==> src/rtl/res_add_unit_pkg.sv <==
// Shared types and helpers for the residual-add stage.
// Latency: n/a (package only).
// Backpressure: n/a (package only).
// Contents: lane width, FSM state encoding, default-width beat struct, int8 saturating add.
`ifndef DFLT_CORE_AXI_DATA_WIDTH
`define DFLT_CORE_AXI_DATA_WIDTH 64
`endif

package res_pkg;

  localparam int LANE_W = 8;
  localparam int DFLT_W = `DFLT_CORE_AXI_DATA_WIDTH;

  typedef enum logic [1:0] {
    IDLE = 2'd0,
    PASS = 2'd1,
    ADD  = 2'd2
  } res_state_e;

  // Beat layout at the default stream width; the top re-derives the same
  // layout from its own parameter so non-default widths stay consistent.
  typedef struct packed {
    logic [DFLT_W-1:0]        data;
    logic [DFLT_W/LANE_W-1:0] keep;
    logic                     last;
  } axis_beat_t;

  // Signed int8 + int8 with clamping to [-128, 127]. A 9-bit sum can never
  // wrap, so the comparison against the int8 limits is exact.
  function automatic logic [LANE_W-1:0] sat_add_i8(input logic [LANE_W-1:0] a,
                                                   input logic [LANE_W-1:0] b);
    logic signed [LANE_W:0] sum;
    sum = $signed({a[LANE_W-1], a}) + $signed({b[LANE_W-1], b});
    if (sum > 9'sd127) begin
      return 8'h7F;
    end else if (sum < -9'sd128) begin
      return 8'h80;
    end else begin
      return sum[LANE_W-1:0];
    end
  endfunction

endpackage

==> src/rtl/res_add_unit_skid.sv <==
// Two-entry registered FIFO used as the output skid buffer of the residual-add stage.
// Latency: a beat pushed in cycle N is visible on pop_* in cycle N+1.
// Backpressure: push_ready is registered (count < 2 next cycle); pop only when pop_ready.
// Ports: clk, rst_n (sync, active-low); push_valid/push_ready/push_data (write side);
//        pop_valid/pop_ready/pop_data (read side). BEAT_W sets the entry width.
module axis_skid_buf #(
  parameter int BEAT_W = 73
) (
  input  logic              clk,
  input  logic              rst_n,
  input  logic              push_valid,
  output logic              push_ready,
  input  logic [BEAT_W-1:0] push_data,
  output logic              pop_valid,
  input  logic              pop_ready,
  output logic [BEAT_W-1:0] pop_data
);

  logic [BEAT_W-1:0] mem [2];
  logic              wr_ptr;
  logic              rd_ptr;
  logic [1:0]        count;
  logic [1:0]        count_next;
  logic              space;
  logic              push;
  logic              pop;

  assign push = push_valid & space;
  assign pop  = pop_ready & (count != 2'd0);

  always_comb begin
    count_next = count;
    if (push && !pop) begin
      count_next = count + 2'd1;
    end else if (!push && pop) begin
      count_next = count - 2'd1;
    end
  end

  // space is registered so push_ready carries no path from pop_ready.
  // It also stays low through reset, keeping every upstream ready at 0.
  always_ff @(posedge clk) begin
    if (!rst_n) begin
      mem[0] <= '0;
      mem[1] <= '0;
      wr_ptr <= 1'b0;
      rd_ptr <= 1'b0;
      count  <= 2'd0;
      space  <= 1'b0;
    end else begin
      if (push) begin
        mem[wr_ptr] <= push_data;
        wr_ptr      <= ~wr_ptr;
      end
      if (pop) begin
        rd_ptr <= ~rd_ptr;
      end
      count <= count_next;
      space <= (count_next != 2'd2);
    end
  end

  assign push_ready = space;
  assign pop_valid  = (count != 2'd0);
  assign pop_data   = mem[rd_ptr];

endmodule

==> src/rtl/res_add_unit.sv <==
// Residual-add stage: joins partial sums with residuals, saturating int8 add or pass-through.
// Latency: one cycle from input handshake to output valid (through a 2-entry skid buffer).
// Backpressure: inputs are accepted only with buffer space; in ADD mode both streams move together.
// Ports: clk, rst_n (sync, active-low); cfg_res_en (sampled at frame start);
//        s_axis_ps2res_* partial sums in; s_axis_rd2res_* residuals in;
//        m_axis_res2ac_* results out; err_last_mismatch (sticky); frame_active.
module res_add_unit
  import res_pkg::*;
#(
  parameter int AXI_DATA_WIDTH = `DFLT_CORE_AXI_DATA_WIDTH
) (
  input  logic                        clk,
  input  logic                        rst_n,
  input  logic                        cfg_res_en,
  output logic                        s_axis_ps2res_tready,
  input  logic                        s_axis_ps2res_tvalid,
  input  logic [AXI_DATA_WIDTH-1:0]   s_axis_ps2res_tdata,
  input  logic [AXI_DATA_WIDTH/8-1:0] s_axis_ps2res_tkeep,
  input  logic                        s_axis_ps2res_tlast,
  output logic                        s_axis_rd2res_tready,
  input  logic                        s_axis_rd2res_tvalid,
  input  logic [AXI_DATA_WIDTH-1:0]   s_axis_rd2res_tdata,
  input  logic                        s_axis_rd2res_tlast,
  input  logic                        m_axis_res2ac_tready,
  output logic                        m_axis_res2ac_tvalid,
  output logic [AXI_DATA_WIDTH-1:0]   m_axis_res2ac_tdata,
  output logic [AXI_DATA_WIDTH/8-1:0] m_axis_res2ac_tkeep,
  output logic                        m_axis_res2ac_tlast,
  output logic                        err_last_mismatch,
  output logic                        frame_active
);

  localparam int LANES = AXI_DATA_WIDTH / LANE_W;

  typedef struct packed {
    logic [AXI_DATA_WIDTH-1:0] data;
    logic [LANES-1:0]          keep;
    logic                      last;
  } beat_t;

  localparam int BEAT_W = $bits(beat_t);

  res_state_e                state;
  res_state_e                state_next;
  logic                      mode;
  logic                      space;
  logic                      fire;
  logic [AXI_DATA_WIDTH-1:0] res_data;
  beat_t                     in_beat;
  beat_t                     out_beat;
  logic [BEAT_W-1:0]         pop_bits;

  // In IDLE the next beat opens a frame, so the live config decides; inside
  // a frame the mode is frozen in the state so mid-frame config edits are ignored.
  assign mode = (state == IDLE) ? cfg_res_en : (state == ADD);

  assign s_axis_ps2res_tready = space & (~mode | s_axis_rd2res_tvalid);
  assign s_axis_rd2res_tready = space & mode & s_axis_ps2res_tvalid;
  assign fire                 = s_axis_ps2res_tvalid & s_axis_ps2res_tready;

  always_ff @(posedge clk) begin
    if (!rst_n) begin
      state <= IDLE;
    end else begin
      state <= state_next;
    end
  end

  always_comb begin
    state_next = state;
    if (fire) begin
      if (s_axis_ps2res_tlast) begin
        state_next = IDLE;
      end else if (mode) begin
        state_next = ADD;
      end else begin
        state_next = PASS;
      end
    end
  end

  for (genvar i = 0; i < LANES; i++) begin : g_lane
    logic [LANE_W-1:0] ps_lane;
    logic [LANE_W-1:0] rd_lane;
    assign ps_lane = s_axis_ps2res_tdata[i*LANE_W +: LANE_W];
    assign rd_lane = s_axis_rd2res_tdata[i*LANE_W +: LANE_W];
    assign res_data[i*LANE_W +: LANE_W] =
        !s_axis_ps2res_tkeep[i] ? '0 :
        mode                    ? sat_add_i8(ps_lane, rd_lane) : ps_lane;
  end

  always_comb begin
    in_beat      = '0;
    in_beat.data = res_data;
    in_beat.keep = s_axis_ps2res_tkeep;
    in_beat.last = s_axis_ps2res_tlast;
  end

  always_ff @(posedge clk) begin
    if (!rst_n) begin
      err_last_mismatch <= 1'b0;
    end else if (fire && mode && (s_axis_ps2res_tlast != s_axis_rd2res_tlast)) begin
      err_last_mismatch <= 1'b1;
    end
  end

  axis_skid_buf #(
    .BEAT_W(BEAT_W)
  ) u_skid (
    .clk       (clk),
    .rst_n     (rst_n),
    .push_valid(fire),
    .push_ready(space),
    .push_data (in_beat),
    .pop_valid (m_axis_res2ac_tvalid),
    .pop_ready (m_axis_res2ac_tready),
    .pop_data  (pop_bits)
  );

  assign out_beat            = pop_bits;
  assign m_axis_res2ac_tdata = out_beat.data;
  assign m_axis_res2ac_tkeep = out_beat.keep;
  assign m_axis_res2ac_tlast = out_beat.last;
  assign frame_active        = (state != IDLE);

endmodule

==> config.mk <==
export PLATFORM = sky130hd
export DESIGN_NAME = res_add_unit
export DESIGN_NICKNAME = d
export VERILOG_FILES = /design/src/rtl/res_add_unit_pkg.sv /design/src/rtl/res_add_unit_skid.sv /design/src/rtl/res_add_unit.sv
export SDC_FILE = /design/constraint.sdc
export NUM_CORES = 1
export LEC_CHECK = 0
export ABC_AREA = 1
export CORE_AREA = 2 2 161 163
export DETAILED_ROUTE_END_ITERATION = 16
export DIE_AREA = 0 0 163 165
export GPL_TIMING_DRIVEN = 0
export MAX_ROUTING_LAYER = met4
export PLACE_DENSITY = 0.73
export SLEW_MARGIN = 30
export SYNTH_ARGS = -nofsm -noshare
export SYNTH_HDL_FRONTEND = slang
export SYNTH_HIERARCHICAL = 1
export SYNTH_SLANG_ARGS = --single-unit
==> constraint.sdc <==
create_clock -name clk -period 3.6 [get_ports clk]
set_input_delay 0.72 -clock clk [delete_from_list [all_inputs] [get_ports clk]]
set_output_delay 0.72 -clock clk [all_outputs]
set_load 0.005 [all_outputs]
* Word level (Yosys, flattened, before mapping) *
Memory sizes are Yosys's and may differ from the RTL's. A register that Yosys moved wholly into a read port is not among the register bits.
Cells that the tools add are included.

storage, ports and cells
  register bits = 8
  memory bits (writable) = 146
  input port bits = 144
  output and inout bits = 78
  logic and storage cells = 102
  memories kept = 1

memory list
  memory      depth  width  read ports  clocked after Yosys merged registers in  wr ports  line                     source
  u_skid.mem  2      73     1           1                                        2         res_add_unit_skid.sv:19  logic [BEAT_W-1:0] mem [2];

operators by class
  add/subtract/negate cells = 10
  $lt $le $gt $ge = 16
  eq/ne operators = 3
  multiplexer cells = 46
  bitwise logic cells = 10
  reductions and logical operators = 10

operators by type and width
  kind                 count
  $mux 8               32
  $mux 73              1
  $reduce_or 73->1     1
  $add 8x8->9          8
  $gt 9x8->1 const B   8
  $lt 9x8->1 const B   8
  $mux 1               9
  $mux 2               4
  $and 1x1->1          6
  $logic_and 1x1->1    4
  $reduce_bool 2->1    2
  $not 1->1            3
  $add 2x1->2 const B  1
  $eq 2x2->1 const B   1
  $logic_not 1->1      2
  $logic_not 2->1      1
  $ne 2x2->1 const B   1
  $sub 2x1->2 const B  1
  $ne 1x1->1           1
  $or 1x1->1           1

* Logic depth before layout (Yosys ltp) *
Gate-level depths: netlist of the first run.

  depth in word-level cells = 12
  depth in mapped cells = 13
  depth with buffers taken out = 13

* Cells and area by module *
Netlist of the first run, hierarchy kept.

modules (own cells, without submodules)
  module         times used  cells each  area an instance (µm²)  seq. area each (µm²)
  axis_skid_buf  1           502         6993.0                  4504.3
  res_add_unit   1           756         4221.5                  60.1

* Least setup slack after synthesis of the first run *
Ideal clock, no wire load.

  path kind = input to register
  start point = input port cfg_res_en
  end point = memory u_skid.mem[1][0], enable pin
  setup time = 0.753 ns
  data arrival time = 3.130 ns
  data required time = 2.847 ns
  setup slack = -0.284 ns
  stages = 12
  path buffers = 2
  path through = inv_1 -> a21oi_4 -> inv_2 -> or2_1 -> nand2_1 -> inv_1 -> nand2_1 -> inv_1 -> nand3_2 -> buf_6 -> buf_6 -> nand2_1

RTL lines
  element          line                     source
  start, declared  res_add_unit.sv:14       input logic cfg_res_en,
  end, declared    res_add_unit_skid.sv:19

* Worst setup path after layout of the first run *
  start point = input port cfg_res_en
  end point = output port s_axis_rd2res_tready

between the ends
  word-level cells in the longest chain between the ends = 3

ends and longest elaborated chain
  element                    line                source
  $mux 1                     res_add_unit.sv:55  assign mode = (state == IDLE) ? cfg_res_en : (state == ADD);
  $and 1x1->1 (2 in series)  res_add_unit.sv:58  assign s_axis_rd2res_tready = space & mode & s_axis_ps2res_tvalid;
  end, declared              res_add_unit.sv:20  output logic s_axis_rd2res_tready,

No other way between the ends.

==> results of run 1 <==
[Yosys cell counts (all sizes together)]
cell type	n
a21oi	74
nand3b	11
ha	65
clkinv	1
buf	28
a31oi	1
fa	8
clkbuf	5
edfxtp	146
or2	13
nand3	53
o21ai	57
inv	174
xor2	25
mux2	73
dfxtp	9
nand4	2
nor2	196
nand2	305
a21boi	1
xnor2	11
[state kept, by name (all words and copies together), names as in the netlist, named ones only]
signal / flops
u_skid/count: 2
u_skid/mem: 146
u_skid/wr_ptr: 1
u_skid/rd_ptr: 1
state: 2
err_last_mismatch: 1
u_skid/push_ready: 1
[layout make-up]
cell class,count,area [um2]
fillers,2244,10540
multi-input cells,895,5713
flip-flops and latches,155,4564
repair buffers,221,2212
inverters,175,656.9
clock buffers,17,425.4
well taps,330,412.9
plain buffers,33,312.8
clock inverters,15,196.4
[metal layers]
| layer | up-vias | GRT usage [%] | wire length, um |
|---|---|---|---|
| met5 | - | - | 0 |
| met4 | 0 | 6.195 | 476 |
| met3 | 30 | 3.817 | 1446 |
| met2 | 229 | 37.04 | 13560 |
| met1 | 4203 | 25.42 | 11810 |
| li1 | 4578 | - | - |
[worst max-delay path: stages]
cell and delay [ns]:
clkdlybuf4s50_1 0.46, inv_1 0.06, a21oi_4 0.44, inv_2 0.07
buf_6 0.19, nor2_4 0.13, clkdlybuf4s50_1 0.54
[logic make-up (layout without fill, tap and decap cells)]
kind of cell | Yosys count | count (layout) | synth area share, %
mux | 73 | 73 | 7.330
buf+inv | 208 | 461 | 8.647
simple gates | 580 | 580 | 25.46
fa+ha+maj | 73 | 73 | 8.680
xor+xnor | 36 | 36 | 2.812
compound gates | 133 | 133 | 6.371
flops | 155 | 155 | 40.70
[per-stage QoR]
stage | util [%] | total power, mW
floorplan | - | 3.431
global placement | 55.30 | 4.267
detailed placement | 55.41 | 4.299
CTS | 57.89 | 6.183
global route | 57.89 | 6.474
finish | 57.89 | 6.129
[power by group through the flow]
stage	clock (mW)	sequential, mW	combinational [mW]
2_1_floorplan	0	2.17	1.26
3_3_place_gp	0	2.18	2.09
3_5_place_dp	0	2.18	2.12
4_1_cts	1.91	2.14	2.14
5_1_grt	1.99	2.15	2.33
6_report	1.88	2.14	2.11
[how the worst max path moves through the flow]
stage	startpoint	depth (start not counted)	end	slack, ns
finish	cfg_res_en	7	s_axis_rd2res_tready	0.26
global route	cfg_res_en	13	u_skid/mem[0][4]	0.11
CTS	cfg_res_en	7	s_axis_rd2res_tready	0.20
detailed placement	cfg_res_en	13	u_skid/mem[0][21]	-0.12
global placement	cfg_res_en	13	u_skid/mem[0][21]	-1.14
floorplan	cfg_res_en	12	u_skid/mem[1][0]	0.46
==> results.yml, run 1 <==
outcome:
  status: "complete, no violations"
timing:
  slew_headroom_pct: 56.96
  hold_viol: 0
  min_period_ns: 3.337
  fin_skew_ns: 0.008058
  grt_setup_unrepaired: "no"
  timing.hold.ws_ns: 0.4735
  fmax_mhz: 299.7
  finalSetupViolCount: 0
  maxSlewViolCount: 0
  period_share_pct: 92.68
  tightest_slew_ns: 0.6456
  setup_tns_ns: 0
  fin_ws_ns: 0.2634
grt:
  grt_pass1_vias: 8935
  grt_util_all_layers_pct: 21.32
  grt_max_degree: 74
  antenna_found_initial: 0
  grt_pass1_wl_um: 43630
  gr-total-overflow: 0
finish:
  final_cell_mix: "290 x nand2_1, 221 x clkdlybuf4s50_1, 171 x inv_1"
  stdcell_count: 1841
  nNetsFinal: 1715
  n_antenna_cell: 0
  drive_gt1_share_pct: 15.95
  mostFrequentLayoutCell: "nand2_1"
  final_area_mm2: 0.01449
  syn_to_final_growth_pct: 29.24
clocking:
  root_buffer: "clkbuf_16"
  cts_setup_buffers: 0
  cts_num_sinks: 155
  postCtsHoldBufs: 0
  clock_latency_ns: 0.42
  cts_buffers: 17
  clk_pin_slew_worst_paths_ns: 0.06
  htree_levels: 4
  post_cts_resized: 0
  cts_tree: "built"
  clk_path_buf_depth: 2
floorplanning:
  die_h_um: 165
  core_area_mm2: 0.02504
  initial_core_util_pct: 44.79
  dieArea_mm2: 0.02690
  die_x_um: 163
  rows: 58
  io_pins: 222
detailed_routing:
  via_per_inst: 4.910
  num_vias: 9040
  route.detailed.drc: 0
  drtPass1Iterations: 5
  drt-initial-drc-count: 354
  wirelength_um: 27290
  wl_per_cell_um: 14.83
  ant_nets: 0
critical_path:
  worst_setup_path_end_kind: "output port"
  reg2reg_to: "u_skid/mem[0][21]"
  regToRegSetupSlack_ns: 0.79
  start_kind: "input pin"
  critical_path_class: "input pin to output port"
  cp_max_fo: 10
  r2r_cells: 12
  worst-endpoint-arrival_ns: 2.62
  worst_ep_required_time_ns: 2.88
  regToRegStartpoint: "state[1]"
power_and_ir_drop:
  irDropWorstVdd_mv: 0.2968
  power_frac_seq_pct: 34.9
  power.internal_mw: 4.275
  p_sw_share_pct: 30.26
  clock_power_share_pct: 30.6
  powerDensity_mw_per_mm2: 422.9
  p_leak_nw: 6.231
  combPwrFrac_pct: 34.4
  power.switching_mw: 1.854
synth:
  yosys-top-cells-area: "edfxtp_1 39%, nand2_1 9.8%, mux2_2 7.3%, ha_1 7.3%, inv_1 5.7%"
  post-synth-top-area-cell: "edfxtp_1"
  yosysTopAreaCellShare_pct: 39.09
  synthesis.nets: 1475
  seq_area_frac_synth_pct: 40.70
  avgSynthCellArea_um2: 8.915
  syn-cell-area_mm2: 0.01121
  ys_ff_latch: 155
  synth_cells: 1258
  synth_warnings: 6
  ys_types: 33
place:
  io_buffers: 221
  dp.cells: 1809
  dp_hpwl_um: 20400
  place_ws_ns: -0.1158
  gp_congestion: 0.8981
  placed_cell_area_mm2: 0.01387
min_path:
  hold_start: "u_skid/rd_ptr"
  holdPathStages: 2
  holdCritPathClass: "flip-flop to flip-flop"
  hold_end: "u_skid/rd_ptr"
flow_run:
  drv_cap: 0
No activity file was read; power rests on OpenSTA's default activity.
==> run 2: changes to the inputs <==
GPL_TIMING_DRIVEN = not set   (was 0)
==> run 2 against run 1 <==
Total power fell by 3.7%. Utilization is 0.81 points lower. Worst hold slack improved by 0.00089 ns. Sequential cell count is the same. Sequential share of layout area is 0.48 points higher. Via count fell by 2.2%. Wire length down 6.9%. First-iteration DRC count up 28%. Clock skew is 0.0012 ns lower. Fmax is 8.2% higher.
==> results.yml, run 2 (synthesized netlist as in run 1, its figures left out) <==
outcome:
  status: "complete, no violations"
detailed_routing:
  ant_nets: 0
  drt-initial-drc-count: 452
  via_per_inst: 4.864
  wl_per_cell_um: 13.98
  drtPass1Iterations: 8
  route.detailed.drc: 0
  wirelength_um: 25410
  num_vias: 8838
clocking:
  clock_latency_ns: 0.41
  post_cts_resized: 0
  clk_path_buf_depth: 2
  cts_buffers: 17
  cts_tree: "built"
  postCtsHoldBufs: 0
  cts_setup_buffers: 0
  cts_num_sinks: 155
  root_buffer: "clkbuf_16"
  clk_pin_slew_worst_paths_ns: 0.06
  htree_levels: 4
critical_path:
  regToRegStartpoint: "state[1]"
  critical_path_class: "input pin to output port"
  r2r_cells: 11
  start_kind: "input pin"
  worst_ep_required_time_ns: 2.88
  worst-endpoint-arrival_ns: 2.36
  reg2reg_to: "u_skid/mem[0][18]"
  worst_setup_path_end_kind: "output port"
  worstSetupStartpoint: "cfg_res_en"
  endpoint: "s_axis_ps2res_tready"
  cp_max_fo: 8
  regToRegSetupSlack_ns: 1.28
power_and_ir_drop:
  p_sw_share_pct: 30.48
  powerDensity_mw_per_mm2: 413.1
  power.total_mw: 5.903
  p_leak_nw: 6.137
  irDropWorstVdd_mv: 0.2799
  power_frac_seq_pct: 37.0
  power.switching_mw: 1.799
  power.internal_mw: 4.104
  clock_power_share_pct: 29.2
  combPwrFrac_pct: 33.8
grt:
  grt_pass1_vias: 8618
  gr-total-overflow: 0
  grt_util_all_layers_pct: 19.61
  grt_max_degree: 75
  antenna_found_initial: 0
  grt_pass1_wl_um: 40800
timing:
  fmax_mhz: 324.4
  slew_headroom_pct: 49.52
  fin_ws_ns: 0.5171
  min_period_ns: 3.083
  finalSetupViolCount: 0
  maxSlewViolCount: 0
  grt_setup_unrepaired: "no"
  setup_tns_ns: 0
  period_share_pct: 85.64
  hold_viol: 0
  tightest_slew_ns: 0.7572
  fin_skew_ns: 0.006894
finish:
  drive_gt1_share_pct: 15.13
  n_antenna_cell: 0
  fill_cells: 2268
  nNetsFinal: 1691
  reg_top3: "u_skid/mem x146, state x2, u_skid/count x2"
  mostFrequentLayoutCell: "nand2_1"
  regMostFlops: "u_skid/mem"
  syn_to_final_growth_pct: 27.42
  final_cell_mix: "289 x nand2_1, 221 x clkdlybuf4s50_1, 171 x inv_1"
  largest_reg_flops: 146
place:
  gp_congestion: 0.8800
  dp_hpwl_um: 18810
  place_ws_ns: 0.4248
  io_buffers: 221
floorplanning:
  io_pins: 222
  rows: 58
  core_area_mm2: 0.02504
  dieArea_mm2: 0.02690
  die_x_um: 163
  initial_core_util_pct: 44.79
  die_h_um: 165
flow_run:
  drv_cap: 0
min_path:
  holdCritPathClass: "flip-flop to flip-flop"
[run 2: cell types whose count changed in the layout (fill, tap and decap cells not counted), sizes merged]
cell	before	now
buf	28	9
bufinv	4	2
clkbuf	22	18
clkinv	6	7
clkinvlp	4	3
inv	176	177
[run 2: worst min path at each step]
stage / slack (ns) / to / start / cells past startpoint
floorplan: 0.45 / flip-flop / u_skid/rd_ptr / 2
global placement: 0.45 / flip-flop / u_skid/rd_ptr / 2
detailed placement: 0.47 / flip-flop / u_skid/rd_ptr / 2
CTS: 0.48 / flip-flop / u_skid/rd_ptr / 2
global route: 0.52 / flip-flop / u_skid/rd_ptr / 2
finish: 0.47 / flip-flop / u_skid/rd_ptr / 2
[run 2: critical path, cell delays in order]
cell and delay, ns:
clkdlybuf4s50_1 0.47, inv_1 0.07, a21oi_4 0.16, inv_2 0.13, or2_1 0.25, nand2_1 0.06, inv_1 0.05, clkdlybuf4s50_1 0.44
[run 2: metal layers]
layer	track usage, %	up-vias	part of all wire [%]
met5	-	-	0
met4	4.586	0	0.97
met3	4.119	19	5.4
met2	34.94	188	50
met1	22.74	4090	44
li1	-	4541	-
[run 2: final cells by class]
class	instances	area [um2]	share of cell area [%]
Clock inverter	14	145.1	1.016
Sequential cell	155	4568	31.97
Clock buffer	18	429.2	3.003
Timing Repair Buffer	230	2367	16.57
Tap cell	330	412.9	2.889
Multi-Input combinational cell	895	5710	39.96
Inverter	175	656.9	4.597
[run 2: per-stage QoR]
stage / util [%] / hold WS [ns] / instances / cell area [um2]
floorplan: - / 0.4475 / 1258 / 11220
global placement: 54.78 / 0.4544 / 1785 / 13720
detailed placement: 54.78 / 0.4655 / 1785 / 13720
CTS: 57.08 / 0.4772 / 1817 / 14290
global route: 57.08 / 0.5177 / 1817 / 14290
finish: 57.08 / 0.4744 / 1817 / 14290
[run 2: power groups by stage]
stage	registers, mW	logic [mW]	clock network (mW)
after floorplan	2.17	1.26	0
final	2.18	1.99	1.73
after CTS	2.19	2.02	1.76
after global placement	2.22	1.98	0
after global routing	2.20	2.21	1.84
after detailed placement	2.23	2.01	0
==> run 3: changes to the inputs <==
CORE_AREA = 3 3 162 164   (was 2 2 161 163)
DIE_AREA = 0 0 165 167   (was 0 0 163 165)
==> run 3 against run 2 <==
Clock-buffer cell count shrank 1. Critical path depth unchanged. Global-route usage fell by 0.73 points. Final cell count increased by 0.39%. Combinational power barely moved. Fmax grew 0.21%. Utilization decreased by 0.075 points. Non-clock buffer count grew 4. Via count is 0.36% higher. Total power fell by 1.0%. Worst setup slack better by 0.0064 ns. Sequential power barely moved. Critical path type unchanged. Critical endpoint unchanged. Largest power group unchanged.
==> results.yml, run 3 (synthesized netlist as in run 1, its figures left out) <==
floorplanning:
  die_h_um: 167
  initial_core_util_pct: 44.79
  dieArea_mm2: 0.02756
  io_pins: 222
  core_area_mm2: 0.02504
  rows: 58
  die_x_um: 165
finish:
  drive_gt1_share_pct: 15.43
  stdcell_count: 1824
  final_util_pct: 57.00
  syn_to_final_growth_pct: 27.26
  nNetsFinal: 1695
  mostFrequentLayoutCell: "nand2_1"
  final_area_mm2: 0.01427
  reg_top3: "u_skid/mem x146, state x2, u_skid/count x2"
  final_cell_mix: "289 x nand2_1, 221 x clkdlybuf4s50_1, 171 x inv_1"
  regMostFlops: "u_skid/mem"
  largest_reg_flops: 146
power_and_ir_drop:
  p_leak_nw: 6.130
  power.total_mw: 5.843
  powerDensity_mw_per_mm2: 409.4
  irDropWorstVdd_mv: 0.2870
timing:
  timing.hold.ws_ns: 0.4732
  finalSetupViolCount: 0
  fin_ws_ns: 0.5235
  min_period_ns: 3.076
  maxSlewViolCount: 0
  fmax_mhz: 325.1
  setup_tns_ns: 0
  fin_skew_ns: 0.009768
  tightest_slew_ns: 0.7323
  grt_setup_unrepaired: "no"
  hold_viol: 0
  slew_headroom_pct: 51.18
  period_share_pct: 85.46
critical_path:
  worst_setup_path_end_kind: "output port"
  critical_path_class: "input pin to output port"
  start_kind: "input pin"
  worst_ep_required_time_ns: 2.88
  worst-endpoint-arrival_ns: 2.36
  r2r_cells: 10
  cp_max_fo: 8
detailed_routing:
  wirelength_um: 25650
  num_vias: 8870
  via_per_inst: 4.863
  drtPass1Iterations: 4
  ant_nets: 0
  wl_per_cell_um: 14.06
  route.detailed.drc: 0
  drt-initial-drc-count: 438
grt:
  grt_max_degree: 74
  grt_pass1_vias: 8722
  gr-total-overflow: 0
  grt_pass1_wl_um: 40950
  grt_util_all_layers_pct: 18.88
  antenna_found_initial: 3
clocking:
  root_buffer: "clkbuf_16"
  postCtsHoldBufs: 0
  cts_num_sinks: 155
  cts_setup_buffers: 0
  cts_tree: "built"
  post_cts_resized: 0
  clk_path_buf_depth: 2
  cts_buffers: 17
  htree_levels: 4
  clock_latency_ns: 0.41
  clk_pin_slew_worst_paths_ns: 0.06
outcome:
  status: "complete, no violations"
place:
  placed_cell_area_mm2: 0.01371
  dp.cells: 1789
  gp_congestion: 0.9122
  dp_hpwl_um: 19140
  place_ws_ns: 0.4553
  io_buffers: 221
flow_run:
  drv_cap: 0
min_path:
  holdCritPathClass: "flip-flop to flip-flop"
  holdPathStages: 2
[run 3: cell types whose count changed in the layout (fill, tap and decap cells not counted)]
| cell | change |
|---|---|
| buf_12 | -3 |
| buf_4 | +7 |
| bufinv_16 | -2 |
| clkbuf_1 | -1 |
| clkinv_2 | -3 |
| clkinv_4 | +1 |
| diode_2 | +3 |
| inv_6 | +2 |
| inv_8 | +3 |
[run 3: where the power goes]
group	internal (mW)	total, mW	switching [mW]
clock	0.908	1.67	0.761
combinational	0.973	2.00	1.03
sequential	2.11	2.18	0.0691
total	3.99	5.84	1.86
[run 3: final cells by class]
type                            count  area, um2
Sequential cell                   155       4568
Timing Repair Buffer              234       2360
Fill cell                        2257      10770
Inverter                          175      656.9
Antenna cell                        3      7.507
Multi-Input combinational cell    895       5710
Clock inverter                     15      130.1
Clock buffer                       17      425.4
Tap cell                          330      412.9
[run 3: worst paths after layout]
check,start,endpoint,slack (ns)
max,cfg_res_en,s_axis_ps2res_tready,0.52
min,u_skid/rd_ptr,flip-flop,0.47
max reg2reg,state[0],u_skid/mem[1][34],1.35
min reg2reg,u_skid/rd_ptr,flip-flop,0.47
[run 3: critical path, stage by stage]
cell	delay, ns
clkdlybuf4s50_1	0.48
inv_1	0.08
a21oi_4	0.15
inv_2	0.12
or2_1	0.24
nand2_1	0.06
inv_1	0.06
clkdlybuf4s50_1	0.44
[run 3: routing by layer]
metal / wire [um] / GRT usage (%) / vias up / part of all wire, %
met2: 12660 / 31.82 / 182 / 49
met5: 0 / - / - / 0
met3: 1458 / 4.577 / 26 / 5.7
met4: 379 / 4.668 / 0 / 1.5
li1: - / - / 4544 / -
met1: 11150 / 22.68 / 4118 / 43
